==> src/rtl/adt7420_poll_ctrl.sv <==
// ADT7420 sequencer: programs the threshold registers once, then polls the temperature over a shared I2C command port.
// Build option: define ADT7420_CRIT_EN to program T_CRIT (register 0x08) and drive the crit flag.
module adt7420_poll_ctrl #(
   parameter int unsigned SYS_FREQ    = 40000000,
   parameter int unsigned POLL_CYCLES = 400000,
   parameter logic [6:0]  DEV_ADDR    = 7'h48,
   parameter logic [15:0] T_HIGH      = 16'h2000,
   parameter logic [15:0] T_LOW       = 16'h0500,
   parameter logic [15:0] T_CRIT      = 16'h4980,
   parameter int unsigned MAX_RETRY   = 2,
   parameter int unsigned TIMEOUT     = 4096
) (
   input  logic        clk,
   input  logic        rst,
   input  logic        enable,
   output logic        i2c_req,
   output logic        i2c_rw,
   output logic [6:0]  i2c_dev_addr,
   output logic [7:0]  i2c_reg_addr,
   output logic [15:0] i2c_wdata,
   output logic [1:0]  i2c_nbytes,
   input  logic        i2c_done,
   input  logic        i2c_ack_err,
   input  logic [15:0] i2c_rdata,
   output logic [12:0] temp,
   output logic        temp_valid,
   output logic        alarm_high,
   output logic        alarm_low,
   output logic        crit,
   output logic        init_done,
   output logic [7:0]  err_cnt
);

   // SYS_FREQ is informational; a nonsensical setup falls back to the shortest legal interval
   localparam int unsigned POLL_LOAD = (POLL_CYCLES < 2 || SYS_FREQ == 0) ? 1 : POLL_CYCLES - 1;
   localparam int unsigned TMR_W     = (POLL_CYCLES > 2) ? $clog2(POLL_CYCLES) : 1;
   localparam int unsigned TO_W      = (TIMEOUT > 2) ? $clog2(TIMEOUT) : 1;
   localparam int unsigned TO_LAST   = (TIMEOUT > 1) ? TIMEOUT - 1 : 1;
   localparam int unsigned RTY_W     = (MAX_RETRY > 0) ? $clog2(MAX_RETRY + 1) : 1;

   localparam logic signed [12:0] TH_HIGH = T_HIGH[15:3];
   localparam logic signed [12:0] TH_LOW  = T_LOW[15:3];

   typedef enum logic [2:0] {
      IDLE,
      CFG_HIGH,
      CFG_LOW,
      CFG_CRIT,
      WAIT_TMR,
      RD_TEMP,
      EVAL
   } state_t;

   state_t             state_q, state_d;
   logic               req_q, req_d;
   logic               rw_q, rw_d;
   logic [7:0]         reg_q, reg_d;
   logic [15:0]        wdata_q, wdata_d;
   logic [12:0]        temp_q, temp_d;
   logic               temp_valid_q, temp_valid_d;
   logic               ahigh_q, ahigh_d;
   logic               alow_q, alow_d;
   logic               init_q, init_d;
   logic [7:0]         err_q, err_d;
   logic [TMR_W-1:0]   tmr_q, tmr_d;
   logic [TO_W-1:0]    to_q, to_d;
   logic [RTY_W-1:0]   rty_q, rty_d;

   logic               xfer_ok;
   logic               xfer_fail;
   logic signed [12:0] rd_temp;
   logic               unused_rdata_lsbs;

   assign rd_temp           = i2c_rdata[15:3];
   assign unused_rdata_lsbs = ^i2c_rdata[2:0];

   // Completion is only honoured while a request is outstanding
   assign xfer_ok   = req_q & i2c_done & ~i2c_ack_err;
   assign xfer_fail = req_q & ((i2c_done & i2c_ack_err) |
                               (~i2c_done & (to_q == TO_W'(TO_LAST))));

`ifdef ADT7420_CRIT_EN
   localparam logic signed [12:0] TH_CRIT = T_CRIT[15:3];
   logic crit_q, crit_d;
`endif

   always_comb begin
      state_d      = state_q;
      req_d        = req_q;
      rw_d         = rw_q;
      reg_d        = reg_q;
      wdata_d      = wdata_q;
      temp_d       = temp_q;
      temp_valid_d = 1'b0;
      ahigh_d      = ahigh_q;
      alow_d       = alow_q;
`ifdef ADT7420_CRIT_EN
      crit_d       = crit_q;
`endif
      init_d       = init_q;
      err_d        = err_q;
      rty_d        = rty_q;
      tmr_d        = (tmr_q != '0) ? tmr_q - TMR_W'(1) : tmr_q;
      to_d         = req_q ? to_q + TO_W'(1) : '0;

      case (state_q)
         IDLE: begin
            if (enable) state_d = init_q ? WAIT_TMR : CFG_HIGH;
         end
         WAIT_TMR: begin
            if (!enable)           state_d = IDLE;
            else if (tmr_q == '0)  state_d = init_q ? RD_TEMP : CFG_HIGH;
         end
         EVAL: begin
            state_d = enable ? WAIT_TMR : IDLE;
         end
         default: begin
            // Transfer states: req is re-raised one cycle after a drop (done, NACK or timeout)
            if (!req_q) begin
               if (!enable) state_d = IDLE;
               else         req_d   = 1'b1;
            end else if (xfer_ok) begin
               req_d = 1'b0;
               case (state_q)
                  CFG_HIGH: state_d = CFG_LOW;
                  CFG_LOW: begin
`ifdef ADT7420_CRIT_EN
                     state_d = CFG_CRIT;
`else
                     state_d = WAIT_TMR;
                     init_d  = 1'b1;
`endif
                  end
                  CFG_CRIT: begin
                     state_d = WAIT_TMR;
                     init_d  = 1'b1;
                  end
                  default: begin
                     state_d      = EVAL;
                     temp_d       = rd_temp;
                     temp_valid_d = 1'b1;
                     ahigh_d      = (rd_temp >= TH_HIGH);
                     alow_d       = (rd_temp <= TH_LOW);
`ifdef ADT7420_CRIT_EN
                     crit_d       = (rd_temp >= TH_CRIT);
`endif
                  end
               endcase
               if (!enable && state_d != EVAL) state_d = IDLE;
            end else if (xfer_fail) begin
               req_d = 1'b0;
               if (rty_q == RTY_W'(MAX_RETRY)) begin
                  if (err_q != '1) err_d = err_q + 8'd1;
                  state_d = enable ? WAIT_TMR : IDLE;
               end else if (!enable) begin
                  state_d = IDLE;
               end else begin
                  rty_d = rty_q + RTY_W'(1);
               end
            end
         end
      endcase

      // Command fields are latched on entry so they stay put for the whole request
      if (state_d != state_q) begin
         rty_d = '0;
         case (state_d)
            CFG_HIGH: begin rw_d = 1'b0; reg_d = 8'h04; wdata_d = T_HIGH; end
            CFG_LOW:  begin rw_d = 1'b0; reg_d = 8'h06; wdata_d = T_LOW;  end
            CFG_CRIT: begin rw_d = 1'b0; reg_d = 8'h08; wdata_d = T_CRIT; end
            RD_TEMP:  begin rw_d = 1'b1; reg_d = 8'h00; end
            WAIT_TMR: tmr_d = TMR_W'(POLL_LOAD);
            default: ;
         endcase
         if (state_q == IDLE || state_q == WAIT_TMR)
            req_d = (state_d == CFG_HIGH) || (state_d == RD_TEMP);
      end
   end

   always_ff @(posedge clk) begin
      if (rst) begin
         state_q      <= IDLE;
         req_q        <= 1'b0;
         rw_q         <= 1'b0;
         reg_q        <= '0;
         wdata_q      <= '0;
         temp_q       <= '0;
         temp_valid_q <= 1'b0;
         ahigh_q      <= 1'b0;
         alow_q       <= 1'b0;
         init_q       <= 1'b0;
         err_q        <= '0;
         tmr_q        <= '0;
         to_q         <= '0;
         rty_q        <= '0;
      end else begin
         state_q      <= state_d;
         req_q        <= req_d;
         rw_q         <= rw_d;
         reg_q        <= reg_d;
         wdata_q      <= wdata_d;
         temp_q       <= temp_d;
         temp_valid_q <= temp_valid_d;
         ahigh_q      <= ahigh_d;
         alow_q       <= alow_d;
         init_q       <= init_d;
         err_q        <= err_d;
         tmr_q        <= tmr_d;
         to_q         <= to_d;
         rty_q        <= rty_d;
      end
   end

`ifdef ADT7420_CRIT_EN
   always_ff @(posedge clk) begin
      if (rst) crit_q <= 1'b0;
      else     crit_q <= crit_d;
   end
   assign crit = crit_q;
`else
   assign crit = 1'b0;
`endif

   assign i2c_req      = req_q;
   assign i2c_rw       = rw_q;
   assign i2c_dev_addr = DEV_ADDR;
   assign i2c_reg_addr = reg_q;
   assign i2c_wdata    = wdata_q;
   assign i2c_nbytes   = 2'd2;
   assign temp         = temp_q;
   assign temp_valid   = temp_valid_q;
   assign alarm_high   = ahigh_q;
   assign alarm_low    = alow_q;
   assign init_done    = init_q;
   assign err_cnt      = err_q;

endmodule

==> config.mk <==
export PLATFORM = sky130hd
export DESIGN_NAME = adt7420_poll_ctrl
export DESIGN_NICKNAME = d
export VERILOG_FILES = /design/src/rtl/adt7420_poll_ctrl.sv
export SDC_FILE = /design/constraint.sdc
export NUM_CORES = 1
export LEC_CHECK = 0
export ABC_AREA = 1
export CAP_MARGIN = 15
export CORE_MARGIN = 5
export CORE_UTILIZATION = 35
export CTS_BUF_LIST = sky130_fd_sc_hd__clkbuf_4 sky130_fd_sc_hd__clkbuf_8
export DETAILED_ROUTE_END_ITERATION = 10
export GPL_ROUTABILITY_DRIVEN = 0
export HOLD_SLACK_MARGIN = 0.06
export PLACE_DENSITY = 0.64
export SLEW_MARGIN = 10
export SYNTH_ARGS = -nofsm -noshare
export SYNTH_HDL_FRONTEND = slang
export SYNTH_SLANG_ARGS = --single-unit
==> constraint.sdc <==
create_clock -name clk -period 6.3 [get_ports clk]
set_input_delay 1.26 -clock clk [delete_from_list [all_inputs] [get_ports clk]]
set_output_delay 1.26 -clock clk [all_outputs]
set_load 0.01 [all_outputs]
==> impl_results.md <==
* Io pins at 82
* Max IR drop VDD at 0.000199 V
* CTS resizes at 0
* Finish-stage setup viols at 0
* CP Class: input pin to flip-flop
* Fin. max-slew vios at 0
* Status: completed
* Achievable Freq at 302 MHz
* Final Hold Fails at 0
* Largest family of logic cells by synthesized area: simple AND/OR/NAND/NOR gates
* Crit path time final at 3.31 ns
* Mux contribution to synthesized area at 0
* PD cells at 390 nW/µm²
* Worst slew pin tran at 0.716 ns
* CTS clock-pin slew for the worst setup and hold paths at 0.07 ns
* HPWL Detailed at 5.56 mm
* Required @ worst endpoint at 6.58 ns
* Final period utilization at 0.525
* Die area at 12,400 µm²
* Tot Pwr at 0.00174 W
* FF-to-FF path depth at 13
* Setup bufs post-CTS at 0
* Adder-cell share of the synthesized area at 0.0244
* Pin count of the biggest net entering global routing at 46
* Sequential Area at 1400 µm²
* Synth Area in Simple Gates at 0.297
* XOR/XNOR Fraction of Synth Area at 0.0390
* Post-CTS Hold Fix Bufs at 0
* Vias in the first global route at 2,995
* Layout area overhead at 23.9%
* Total negative setup slack at 0 ns
* Area of the mapped netlist at 3600 µm²
* Slew margin rel. at 0.521
* Fin Clk Skew at 0.00758 ns
* Reg-to-Reg End: tmr_q[15]$_SDFF_PP0_
* CP Capture Type: flip-flop
* CP max FO at 18
* Syn avg cell area at 7.26 µm²
* Tot GR Track Use at 0.126
* Via count at 3,187
* Crit path arrival time at 3.59 ns
* Yosys warning count at 0
* Count of state elements after synthesis at 70
* DRT iter0 DRCs at 216
* Die Span Y at 111 µm
* Drt total wl at 7.58 mm
* First-pass detailed-route iteration total at 4
* Initial Util at 0.353
* CTS tree: done
* Std cell rows at 37
* CTS sink cnt at 70
* Antenna cells at 0
* First-pass GRT wire length at 13.1 mm
* Register area share after synthesis at 0.390
* Multi-input gate area at 1840 µm²
* Final-layout fill cell count at 1,055
* H-Tree Depth at 3
* Avg WL per Cell at 11.0 µm
* Max Cap Violations at 0
* Pleak at 1.74 nW
* Worst setup path end: alarm_low$_SDFFE_PP0P_
* CP Launch Type: input pin
* Initial antenna violation count at 0
* Num CTS Buffers at 9
* Synth Area in Compound Gates at 0.124
* Max Buffers Root-to-Sink at 2
* Core region area at 10,200 µm²
* Fraction of layout cells with a size suffix above 1 at 0.103
* RSZ-0062 raised after global routing: false
* Syn Inst Count at 495
* Post-synthesis cell type count at 37
* HP Class: flip-flop to flip-flop
* CTS root buf: clkbuf_8
* CP startpoint: i2c_done
* FF-to-FF Start: state_q[0]$_SDFF_PP0_
* DRC Markers at 0
* Chip width at 111 µm
* Number of port buffers at 53
* Nets@finish at 575
* Number of vias per cell at 4.63
* GRT overflow at 0
* Detail Route Antenna Nets at 0
* Register-to-Register Setup Slack at 3.59 ns
* Worst skew pair latency at 0.35 ns
==> cell usage in the layout, fill, tap and decap left out, types with 2 or more instances in the layout <==
| cell type | instances |
|---|---|
| a211oi_1 | 2 |
| a21oi_1 | 44 |
| a21oi_2 | 10 |
| a31oi_1 | 2 |
| and3_1 | 2 |
| bufinv_16 | 6 |
| clkbuf_8 | 10 |
| clkdlybuf4s50_1 | 52 |
| conb_1 | 25 |
| dfxtp_1 | 70 |
| ha_1 | 7 |
| inv_1 | 45 |
| inv_2 | 7 |
| nand2_1 | 93 |
| nand2_2 | 5 |
| nand2_4 | 2 |
| nand3_1 | 21 |
| nand3_2 | 3 |
| nand3_4 | 2 |
| nand4_1 | 3 |
| nor2_1 | 74 |
| nor2_2 | 4 |
| nor2_4 | 3 |
| nor3_1 | 13 |
| nor4_1 | 4 |
| o21a_1 | 4 |
| o21ai_0 | 13 |
| or2_2 | 2 |
| xnor2_1 | 5 |
| xor2_1 | 11 |
==> synth_stat cells, drive strengths merged <==
| cell | count | area, µm² |
|---|---|---|
| a31oi | 2 | 12.5 |
| nand2 | 100 | 403 |
| o21a | 4 | 30.0 |
| clkinv | 1 | 3.75 |
| or2 | 3 | 18.8 |
| a211oi | 2 | 15.0 |
| buf | 30 | 224 |
| a22oi | 1 | 7.51 |
| o21ai | 13 | 65.1 |
| and3 | 2 | 12.5 |
| xor2 | 11 | 96.3 |
| nand3 | 26 | 170 |
| nor3 | 14 | 75.1 |
| inv | 52 | 195 |
| clkbuf | 6 | 22.5 |
| nand4 | 3 | 18.8 |
| o41ai | 1 | 8.76 |
| conb | 2 | 7.51 |
| nor3b | 1 | 7.51 |
| a21oi | 54 | 308 |
| nor4 | 4 | 25.0 |
| xnor2 | 5 | 43.8 |
| dfxtp | 70 | 1400 |
| nor2 | 81 | 337 |
| ha | 7 | 87.6 |
==> cells by family (layout without fill, tap and decap cells) <==
group | after synthesis | in the layout
adders and majority gates | 7 | 7
AOI/OAI and AO/OA | 77 | 77
xor gates and xnor gates | 16 | 16
buffers and inverters | 89 | 123
other | 2 | 25
and+or+nand+nor | 234 | 234
DFF | 70 | 70
==> worst min-delay path by stage <==
stage | startpoint | endpoint | slack [ns] | depth (start not counted)
floorplan | to_q[0]$_SDFF_PP0_ | to_q[0]$_SDFF_PP0_ | 0.42 | 1
global placement | to_q[0]$_SDFF_PP0_ | to_q[0]$_SDFF_PP0_ | 0.43 | 1
detailed placement | to_q[0]$_SDFF_PP0_ | to_q[0]$_SDFF_PP0_ | 0.43 | 1
CTS | to_q[0]$_SDFF_PP0_ | to_q[0]$_SDFF_PP0_ | 0.45 | 1
global route | i2c_reg_addr[3]$_SDFFE_PP0P_ | i2c_reg_addr[3]$_SDFFE_PP0P_ | 0.47 | 2
finish | i2c_reg_addr[3]$_SDFFE_PP0P_ | i2c_reg_addr[3]$_SDFFE_PP0P_ | 0.44 | 2
==> worst max-delay path, cell delays in order <==
cell and delay (ns):
clkdlybuf4s50_1 0.48, inv_2 0.05, nor2_1 0.12, nand2_1 0.14
clkinv_1 0.10, nand3_1 0.52, inv_1 0.59, nand4_1 0.15
a31oi_1 0.17
==> flip-flops by register name, indices dropped and copies added (netlist names) <==
name          flops
i2c_req           1
tmr_q            19
i2c_reg_addr      3
rty_q             2
alarm_low         1
temp             13
state_q           3
i2c_rw            1
i2c_wdata         4
alarm_high        1
temp_valid        1
err_cnt           8
init_done         1
to_q             12
==> routing by layer <==
layer	wire, µm	vias to the layer above	GRT usage
li1	-	1646	-
met3	439	15	0.0397
met1	3430	1455	0.150
met4	128	0	0.0552
met2	3590	71	0.208
met5	0	-	0
==> stage by stage <==
step / util / instance area (µm²) / hold slack (ns) / std cells / worst slack, ns
floorplan: - / 3680 / 0.418 / 518 / 3.66
global placement: 0.406 / 4140 / 0.431 / 672 / 2.61
detailed placement: 0.406 / 4140 / 0.433 / 672 / 2.58
CTS: 0.438 / 4460 / 0.449 / 688 / 2.97
global route: 0.438 / 4460 / 0.465 / 688 / 2.68
finish: 0.438 / 4460 / 0.445 / 688 / 2.99
==> cell type report <==
cell class	count	share of cell area
clock buffer	10	0.0309
clock inverter	6	0.0404
inverter	53	0.0446
multi-input combinational	359	0.412
sequential	70	0.314
tap	136	0.0382
timing repair buffer	54	0.120
==> power breakdown <==
group | total (W) | switching (W) | leakage [nW] | internal [W]
sequential | 0.000565 | 0.0000592 | 0.568 | 0.000506
combinational | 0.000607 | 0.000367 | 1.01 | 0.000240
clock | 0.000564 | 0.000171 | 0.157 | 0.000394
No activity file was read; power rests on OpenSTA's default activity.
